`src/rtl/uart_rx_oversampled.sv`:
```
// Oversampling 8N1 UART receiver: synchronises rx_in, majority-votes three mid-bit
// samples and emits one-cycle data_valid / frame_err strobes.
module uart_rx_oversampled #(
    parameter int data_width      = 8,
    parameter int clk_freq        = 50000000,
    parameter int baudrate        = 9600,
    parameter int oversample      = 16,
    parameter int tick_per_sample = clk_freq / (baudrate * oversample)
) (
    input  logic                  clk,
    input  logic                  rst,
    input  logic                  rx_in,
    output logic [data_width-1:0] data_out,
    output logic                  data_valid,
    output logic                  frame_err,
    output logic                  busy
);

    localparam int PW = (tick_per_sample > 1) ? $clog2(tick_per_sample) : 1;
    localparam int SW = $clog2(oversample);
    localparam int BW = (data_width > 1) ? $clog2(data_width) : 1;
    localparam int M  = oversample / 2;

    localparam logic [PW-1:0] TICK_LAST = PW'(tick_per_sample - 1);
    localparam logic [SW-1:0] CNT_PRE   = SW'(M - 1);
    localparam logic [SW-1:0] CNT_MID   = SW'(M);
    localparam logic [SW-1:0] CNT_DEC   = SW'(M + 1);
    localparam logic [SW-1:0] CNT_LAST  = SW'(oversample - 1);
    localparam logic [BW-1:0] BIT_LAST  = BW'(data_width - 1);

    typedef enum logic [2:0] {IDLE, START, DATA, STOP, BRK} state_t;

    state_t                state_q, state_d;
    logic                  sync1_q, sync1_d;
    logic                  sync2_q, sync2_d;
    logic [PW-1:0]         presc_q, presc_d;
    logic [SW-1:0]         sample_cnt_q, sample_cnt_d;
    logic [BW-1:0]         bit_cnt_q, bit_cnt_d;
    logic                  v0_q, v0_d;
    logic                  v1_q, v1_d;
    logic [data_width-1:0] shreg_q, shreg_d;
    logic [data_width-1:0] data_out_q, data_out_d;
    logic                  data_valid_q, data_valid_d;
    logic                  frame_err_q, frame_err_d;

    logic rx_s;
    logic tick;
    logic vote;
    logic decide;
    logic bit_end;

    assign rx_s    = sync2_q;
    assign tick    = (presc_q == TICK_LAST);
    // Third vote sample is taken live on the decision tick itself.
    assign vote    = (v0_q & v1_q) | (v0_q & rx_s) | (v1_q & rx_s);
    assign decide  = tick && (sample_cnt_q == CNT_DEC);
    assign bit_end = tick && (sample_cnt_q == CNT_LAST);

    always_comb begin
        state_d      = state_q;
        sync1_d      = rx_in;
        sync2_d      = sync1_q;
        presc_d      = tick ? '0 : presc_q + PW'(1);
        sample_cnt_d = sample_cnt_q;
        bit_cnt_d    = bit_cnt_q;
        v0_d         = v0_q;
        v1_d         = v1_q;
        shreg_d      = shreg_q;
        data_out_d   = data_out_q;
        data_valid_d = 1'b0;
        frame_err_d  = 1'b0;

        if (tick) begin
            sample_cnt_d = sample_cnt_q + SW'(1);
            if (sample_cnt_q == CNT_PRE) v0_d = rx_s;
            if (sample_cnt_q == CNT_MID) v1_d = rx_s;
        end

        case (state_q)
            IDLE: begin
                if (tick && !rx_s) begin
                    state_d      = START;
                    sample_cnt_d = '0;
                end
            end
            START: begin
                if (decide && vote) begin
                    state_d = IDLE;
                end else if (bit_end) begin
                    state_d   = DATA;
                    bit_cnt_d = '0;
                end
            end
            DATA: begin
                if (decide) shreg_d[bit_cnt_q] = vote;
                if (bit_end) begin
                    if (bit_cnt_q == BIT_LAST) state_d = STOP;
                    else                       bit_cnt_d = bit_cnt_q + BW'(1);
                end
            end
            STOP: begin
                // Leave at mid stop bit so a back-to-back start edge is caught.
                if (decide) begin
                    if (vote) begin
                        data_out_d   = shreg_q;
                        data_valid_d = 1'b1;
                        state_d      = IDLE;
                    end else begin
                        frame_err_d  = 1'b1;
                        state_d      = BRK;
                    end
                end
            end
            BRK: begin
                if (tick && rx_s) state_d = IDLE;
            end
            default: state_d = IDLE;
        endcase
    end

    always_ff @(posedge clk) begin
        if (rst) begin
            state_q      <= IDLE;
            sync1_q      <= 1'b1;
            sync2_q      <= 1'b1;
            presc_q      <= '0;
            sample_cnt_q <= '0;
            bit_cnt_q    <= '0;
            data_out_q   <= '0;
            data_valid_q <= 1'b0;
            frame_err_q  <= 1'b0;
        end else begin
            state_q      <= state_d;
            sync1_q      <= sync1_d;
            sync2_q      <= sync2_d;
            presc_q      <= presc_d;
            sample_cnt_q <= sample_cnt_d;
            bit_cnt_q    <= bit_cnt_d;
            data_out_q   <= data_out_d;
            data_valid_q <= data_valid_d;
            frame_err_q  <= frame_err_d;
        end
        v0_q    <= v0_d;
        v1_q    <= v1_d;
        shreg_q <= shreg_d;
    end

    assign data_out   = data_out_q;
    assign data_valid = data_valid_q;
    assign frame_err  = frame_err_q;
    assign busy       = (state_q != IDLE);

endmodule

```
`config.mk`:
```
export PLATFORM = sky130hd
export DESIGN_NAME = uart_rx_oversampled
export DESIGN_NICKNAME = d
export VERILOG_FILES = /design/src/rtl/uart_rx_oversampled.sv
export SDC_FILE = /design/constraint.sdc
export NUM_CORES = 1
export LEC_CHECK = 0
export CAP_MARGIN = 5
export CORE_UTILIZATION = 65
export CTS_BUF_LIST = sky130_fd_sc_hd__clkbuf_4 sky130_fd_sc_hd__clkbuf_8
export DETAILED_ROUTE_END_ITERATION = 12
export DONT_BUFFER_PORTS = 1
export PLACE_DENSITY = 0.88
export SLEW_MARGIN = 40
export SYNTH_ARGS = -nofsm -noshare
export SYNTH_HDL_FRONTEND = slang
export SYNTH_SLANG_ARGS = --single-unit
```
`constraint.sdc`:
```
create_clock -name clk -period 4.75 [get_ports clk]
set_clock_uncertainty 0.05 [all_clocks]
set_input_delay 0.475 -clock clk [delete_from_list [all_inputs] [get_ports clk]]
set_output_delay 0.475 -clock clk [all_outputs]
set_load 0.1 [all_outputs]
```
* Yosys cells after proc, flatten, opt, wreduce, memory -nomap -nowiden *
Cells that the tools add are included.

operators by class
  add/sub/neg operators = 3
  order comparisons = 2
  equal/unequal tests = 19
  multiplexer cells = 22
  bitwise logic cells = 7
  reductions and logical operators = 18

operator list
  operator                                              count
  2-to-1 mux 3 bit                                      12
  inequality test 2 bit (second input constant)         8
  one-hot mux 3 bit (5 select lines)                    1
  equality test 4 bit (second input constant)           3
  2-to-1 mux 4 bit                                      3
  adder 9 x 1 -> 9 bit (second input constant)          1
  equality test 9 bit (second input constant)           1
  bitwise mux 8 bit                                     1
  equality test 3 x 2 -> 1 bit (second input constant)  2
  equality test 3 bit (second input constant)           2
  logical AND 1 bit                                     6
  one-hot mux 3 bit (2 select lines)                    1
  AND reduction 2 bit                                   3
  AND reduction 6 bit                                   1
  AND reduction 5 bit                                   1
  adder 4 x 1 -> 4 bit (second input constant)          1
  equality test 4 x 3 -> 1 bit (second input constant)  1
  < comparator 3 x 4 -> 1 bit (second input constant)   1
  adder 3 x 1 -> 3 bit (second input constant)          1
  bitwise AND 1 bit                                     3
  demux 1 bit (select 3 bit)                            1
  equality test 3 x 1 -> 1 bit (second input constant)  1
  >= comparator 3 x 1 -> 1 bit (second input constant)  1
  zero test 3 bit                                       1
  10 further kinds                                      14

storage, ports and cells
  register bits after elaboration = 41
  logic and storage cells = 83

* Depth between registers and ports, before layout *
Gate-level depths: netlist of run 1.

  word-level depth = 6
  gate-level depth with buffers = 8
  mapped depth without buffers = 7

* Worst setup path before layout of run 1 *
No wires, ideal clock.

  kind = register to register
  start = reg state_q[0]
  end = reg sample_cnt_q[1]
  library setup time = 0.128 ns
  data arrival time = 1.855 ns
  path slack = 2.718 ns
  stages on the path, launching flop included = 7
  buffers on the path = 1
  clock period less this slack = 2.032 ns
  path through = dfxtp_1 -> clkbuf_1 -> or3_1 -> nor2_1 -> nor2_1 -> a22oi_1 -> nor2_1

between the ends
  cells in the longest elaborated chain, start to end = 2

RTL lines
  what                      RTL line  source
  start: declaration        33        state_t state_q, state_d;
  start signal: assignment  133       state_q <= state_d;
  zero test 3 bit           79        case (state_q)
  2-to-1 mux 4 bit          79
  end signal: assignment    137       sample_cnt_q <= sample_cnt_d;
  end: declaration          37        logic [SW-1:0] sample_cnt_q, sample_cnt_d;

No other way between the ends.
A chain may end at the register's enable or synchronous reset.

* Final worst setup path of run 1 *
  start = reg presc_q[0]
  end = reg data_out_q[3] (netlist: data_out[3])

between the ends
  cells in the longest elaborated chain, start to end = 3

RTL lines
  what                           RTL line  source
  start: declaration             36        logic [PW-1:0] presc_q, presc_d;
  start signal: assignment       136       presc_q <= presc_d;
  equality test 9 bit            53        assign tick = (presc_q == TICK_LAST);
  logical AND 1 bit              56        assign decide = tick && (sample_cnt_q == CNT_DEC);
  AND reduction 3 bit (no line)  -
  end signal: assignment         139       data_out_q <= data_out_d;
  end: declaration               42        logic [data_width-1:0] data_out_q, data_out_d;

No other way between the ends.

==> results.ini, run 1 <==
[status]
outcome=complete, no violations

[logic_synthesis]
netlist_area_um2=1841
synth-adder-area-share=0.05303
synthFlopType=dfxtp_1
yosysWarningCount=0
synth_top_area_share=0.3372
synth_cells=192
synth-async-reset-ratio=0
syn-num-nets=202
ys_seq_area_frac=0.5003
synth_top_cell_by_area=dfxtp_1
synth_xor_area_frac=0.03331
synth_edf_count=10
post_synth.cell_area_avg_um2=9.586
ys_types=41
ys_ff_latch=41
synth_compound_area_frac=0.06186
synth_top_family_by_area=simple AND/OR/NAND/NOR gates
synthMuxAreaShare=0.04963
synth-simple-area-share=0.2746
synthTopCellsByArea=dfxtp_1 34%, edfxtp_1 16%, nor2_1 6.7%

[global_routing]
first_global_vias=1294
grt_overflow=0
antenna_found_initial=0
grt.busiest_layer=met2
use_met1=0.2599
grt_pass1_wl_um=5444
grt_max_degree=25
grtUsageTotal=0.2287
met2_usage=0.3752
use_met3=0.08665

[clocking]
h-tree-depth=2
cts_buffer_depth=2
cts_setup_buffers=0
clk-insertion-delay-late_ns=0.35
clock-sinks=41
path_clk_slew_ns=0.11
hold_buffers=0
numCtsBuffers=5
cts_root_buf=clkbuf_4
cts_tree=built
post_cts_resized=0

[final_layout]
antenna_cells=0
fillers=173
drive_gt1_frac=0.1347
layout.nets=202
final_area_um2=1931
syn_to_final_growth_pct=4.895
fin_util=0.7519
layout.cells.non_filler=223

[placement]
gp_congestion=0.8259
dp.cells=215
dp_hpwl_um=2344
io_buffer_count=0
dpl_cell_area_um2=1864
post-place-ws_ns=2.515

[die]
pin_count=14
start_util=0.7169
core_um2=2567
die_h_um=55.21
die-area_um2=3048
die_x_um=55.21
num_rows=18

[sta]
fin_crit_sh=0.4635
finalCriticalPeriod_ns=2.202
setup-tns-final_ns=0
slew_headroom=0.4871
worst_pin_slew_ns=0.7651
whs_ns=0.1292
rsz0062_at_grt=false
setup_ws_ns=2.548
hold_viol=0
finalMaxSlewViolations=0
finalSetupViolCount=0
fmax_mhz=454.2

[route]
drt_iter0_markers=64
vias_per_cell=6.027
dr_total_vias=1344
drc=0
drtPass1Iterations=4
ant_nets=0
wire_per_inst_um=14.43
routed_wl_um=3218

[power_and_ir_drop]
ir_drop_uv=250.3
switching_share=0.1996
power_density_nw_per_um2=291.0
share_comb_of_total_power=0.023
p_total_uw=561.9
p_clk_frac=0.333
power.leakage_nw=0.6736
switchingPower_uw=112.2
p_int_uw=449.7
p_seq_frac=0.645

[min_path]
hold_path.startpoint=rst
hold_class=in2reg

[worst_setup_path]
cp-endpoint=data_out[3]
slowest_delay_ns=0.70
critPathLaunchType=register
path_cells=inv_1, ha_1, nor4b_4, nand2b_2, nor3_2, mux2i_1, nor2_1
slowest_stage=nor3_2
r2r_cells=7
r2r_start=presc_q[0]
crit_path_end_kind=register
path_depth=7
required_ns=4.94
cp.arrival_ns=2.39
r2r_end=data_out[3]
r2r_slack_ns=2.55
cpLargestDelayFamily=simple AND/OR/NAND/NOR gates
critPathKind=reg2reg
path_buf_inv=1
cp_max_fo=14
crit_start=presc_q[0]

[run]
maxCapViolCount=0

## Yosys cell counts (2+ instances only)
master / count
nor2_1: 33
dfxtp_1: 31
nand2_1: 14
edfxtp_1: 10
a21oi_1: 8
mux2i_1: 8
ha_1: 7
nor3_1: 7
clkbuf_1: 6
inv_1: 6
nand3_1: 6
xor2_1: 6
o21ai_0: 5
or3_1: 5
and2_1: 4
nand2b_1: 3
nand3b_1: 3
nor2b_1: 3
a21o_1: 2
nand4_1: 2
or2_0: 2
or2_2: 2
## power by group through the flow
stage                     clock network, mW  logic [mW]  registers (mW)
after floorplan                           0      0.0128           0.369
after global placement                    0      0.0117           0.370
after detailed placement                  0      0.0131           0.370
after CTS                             0.192      0.0132           0.362
after global routing                  0.204      0.0146           0.363
final                                 0.187      0.0129           0.362
## routing by layer
layer	part of all wire	wire length, um
met5	0	0
met3	0.072	231
met4	0.022	72
met1	0.43	1386
met2	0.47	1527
## cells in the final DEF, fill, tap and decap left out, types with 2 or more instances in the layout
cell type / instances
nand2_1: 14
and2_1: 4
inv_1: 6
nor2b_1: 3
ha_1: 7
nand2b_1: 3
dfxtp_1: 21
nor3_1: 7
or2_2: 2
or3_1: 4
nand3b_1: 3
edfxtp_1: 10
nor2_1: 33
dfxtp_2: 10
a21oi_1: 8
nand3_1: 6
clkbuf_4: 7
nand4_1: 2
a21o_1: 2
or2_0: 2
o21ai_0: 5
xor2_1: 6
mux2i_1: 8
## state kept, by name (all words and copies together) (netlist names)
register	flops
v0_q	1
data_out	8
rx_s	1
shreg_q	8
v1_q	1
data_valid	1
sample_cnt_q	4
sync1_q	1
state_q	3
frame_err	1
bit_cnt_q	3
presc_q	9
## worst min path at each step
stage / to / slack, ns / cells past startpoint
floorplan: rx_s / 0.34 / 1
global placement: rx_s / 0.35 / 1
detailed placement: rx_s / 0.35 / 1
CTS: data_out[0] / 0.12 / 1
global route: data_out[0] / 0.10 / 1
finish: data_out[0] / 0.13 / 1
## cell families (layout without fill, tap and decap cells)
kind of cell | after synthesis | in the layout
simple gates | 95 | 95
flops | 41 | 41
compound gates | 19 | 19
buf+inv | 13 | 14
mux | 9 | 9
fa+ha+maj | 8 | 8
xor+xnor | 7 | 7
## area by class of cell
class	instances	area, um^2	share of cell area
multi-input cells	138	870.8	0.4511
well taps	30	37.54	0.01944
clock buffers	8	66.31	0.03435
flip-flops and latches	41	933.4	0.4835
inverters	6	22.52	0.01167
## worst reg2reg max path, stage by stage, from the launching register on
cell and delay, ns:
dfxtp_1 0.37, inv_1 0.07, ha_1 0.14, nor4b_4 0.21, nand2b_2 0.22, nor3_2 0.70, mux2i_1 0.28, nor2_1 0.06
(Power assumes the default switching activity.)
==> inputs of run 2 (changes only) <==
==> constraint.sdc (replaced) <==
create_clock -name clk -period 2.2 [get_ports clk]
set_clock_uncertainty 0.05 [all_clocks]
set_input_delay 0.22 -clock clk [delete_from_list [all_inputs] [get_ports clk]]
set_output_delay 0.22 -clock clk [all_outputs]
set_load 0.1 [all_outputs]
==> run 2 against run 1 <==
  * Non-clock buffer count increased by 18
  * Clock power increased to 2.6 times the previous value
  * Total power grew 130%
  * Wire length grew 17%
  * Sequential cell count unchanged
==> results.ini, run 2 (synthesis gave the netlist of run 1 again) <==
[status]
outcome=complete, no violations

[placement]
gp_congestion=0.8579  ; +3.9%
dp_hpwl_um=2648  ; +13%
post-place-ws_ns=-0.001115  ; -2.516 ns
dp.cells=231  ; +7.4%
io_buffer_count=0  ; unchanged
dpl_cell_area_um2=1971  ; +5.7%

[sta]
worst_pin_slew_ns=0.7420  ; -0.02310 ns
finalMaxSlewViolations=0  ; unchanged
rsz0062_at_grt=true
setup_ws_ns=0.05231  ; -2.496 ns
fmax_mhz=465.6  ; +2.5%
finalSetupViolCount=0  ; unchanged
setup-tns-final_ns=0  ; unchanged
hold_viol=0  ; unchanged
fin_crit_sh=0.9762  ; +0.5127
finalCriticalPeriod_ns=2.148  ; -0.05413 ns
whs_ns=0.02704  ; -0.1022 ns
slew_headroom=0.5037  ; +0.01654

[final_layout]
layout_common_cells=32 x nor2_1, 29 x dfxtp_1, 16 x buf_4
multiInputGateArea_um2=889.6  ; +2.2%
fillers=160  ; -7.5%
final_area_um2=2092  ; +8.4%
syn_to_final_growth_pct=13.66
largest_reg_flops=9  ; unchanged
drive_gt1_frac=0.1659  ; +0.03116
final_common_cell=nor2_1
top_register=presc_q
antenna_cells=0  ; unchanged
layout.nets=220  ; +8.9%
layout.cells.non_filler=241  ; +8.1%
regArea_um2=923.4  ; -1.1%
fin_util=0.8148  ; +0.06287

[power_and_ir_drop]
power_density_nw_per_um2=629.7  ; +120%
ir_drop_uv=588.8  ; +140%
p_total_mw=1.317  ; +130%
power.leakage_nw=0.7807  ; +16%

[worst_setup_path]
crit_path_end_kind=register
required_ns=2.44  ; -2.50 ns
slowest_stage=or4_4
cp.arrival_ns=2.39  ; about the same
r2r_cells=7  ; unchanged
critPathLaunchType=register
r2r_slack_ns=0.05  ; -2.50 ns
path_cells=inv_1, ha_1, nor4b_4, nand2b_4, or4_4, or3_1, a21oi_1
critPathKind=reg2reg
path_buf_inv=1  ; unchanged
cpLargestDelayFamily=simple AND/OR/NAND/NOR gates
cp_max_fo=6  ; -8
path_depth=7  ; unchanged
slowest_delay_ns=0.55  ; -0.15 ns

[min_path]
hold_class=in2reg
hold_depth=2  ; +1

[route]
drt_iter0_markers=84  ; +31%
drc=0  ; unchanged
ant_nets=0  ; unchanged
drtPass1Iterations=4  ; unchanged
routed_wl_um=3777  ; +17%
vias_per_cell=5.900  ; -2.1%
dr_total_vias=1422  ; +5.8%
wire_per_inst_um=15.67  ; +8.6%

[clocking]
h-tree-depth=2  ; unchanged
numCtsBuffers=5  ; unchanged
path_clk_slew_ns=0.13  ; +0.02 ns
clock-sinks=41  ; unchanged
cts_root_buf=clkbuf_4
clk-insertion-delay-late_ns=0.36  ; about the same
cts_tree=built
cts_buffer_depth=2  ; unchanged

[die]
num_rows=18  ; unchanged
die-area_um2=3048  ; unchanged
start_util=0.7169  ; unchanged
die_h_um=55.21  ; unchanged
core_um2=2567  ; unchanged
die_x_um=55.21  ; unchanged
pin_count=14  ; unchanged

[global_routing]
grt_pass1_wl_um=6009  ; +10%
grtUsageTotal=0.2602  ; +0.03142
grt_max_degree=21  ; -16%
first_global_vias=1367  ; +5.6%
grt_overflow=0  ; unchanged
antenna_found_initial=0  ; unchanged

[run]
maxCapViolCount=0  ; unchanged

## run 2: cell types whose count changed in the layout (fill, tap and decap cells not counted), moves of 2 or more
cell           previous run  this run
dlygate4sd3_1             0         2
clkbuf_4                  7         5
dfxtp_2                  10         2
dfxtp_1                  21        29
buf_4                     0        16
## run 2: area by class of cell
class	count	area share
Sequential cell	41	0.4414
Multi-Input combinational cell	138	0.4252
Timing Repair Buffer	18	0.06699
Clock inverter	3	0.01974
Clock buffer	5	0.01794
Tap cell	30	0.01794
Inverter	6	0.01077
## run 2: power breakdown
group	total, mW	internal [mW]	switching, mW
registers	0.783	0.776	0.00752
clock network	0.492	0.235	0.257
logic	0.0416	0.0190	0.0227
## run 2: worst reg2reg max path, delay by kind of cell (launching register included)
family                     cells  cell delay, ns
adders and majority gates      1            0.16
buffers and inverters          1            0.07
AOI/OAI and AO/OA              1            0.15
DFF                            1            0.37
and+or+nand+nor                4            1.29
## run 2: layer usage
metal | vias up | track usage | share of wire
li1 | 696 | - | -
met1 | 660 | 0.2919 | 0.40
met2 | 57 | 0.4492 | 0.51
met3 | 9 | 0.05621 | 0.062
met4 | 0 | 0.1571 | 0.025
met5 | - | 0 | 0
## run 2: path summary, 6_finish.rpt
kind               from      endpoint
max          presc_q[1]  bit_cnt_q[0]
min                 rst     frame_err
max reg2reg  presc_q[1]  bit_cnt_q[0]
min reg2reg     sync1_q          rx_s
## run 2: timing repair
action	CTS	global route
gates resized for setup	1	6
setup endpoints to repair	1	5
buffers inserted	0	0
endpoints found under the hold margin	20	0
hold buffers	2	0
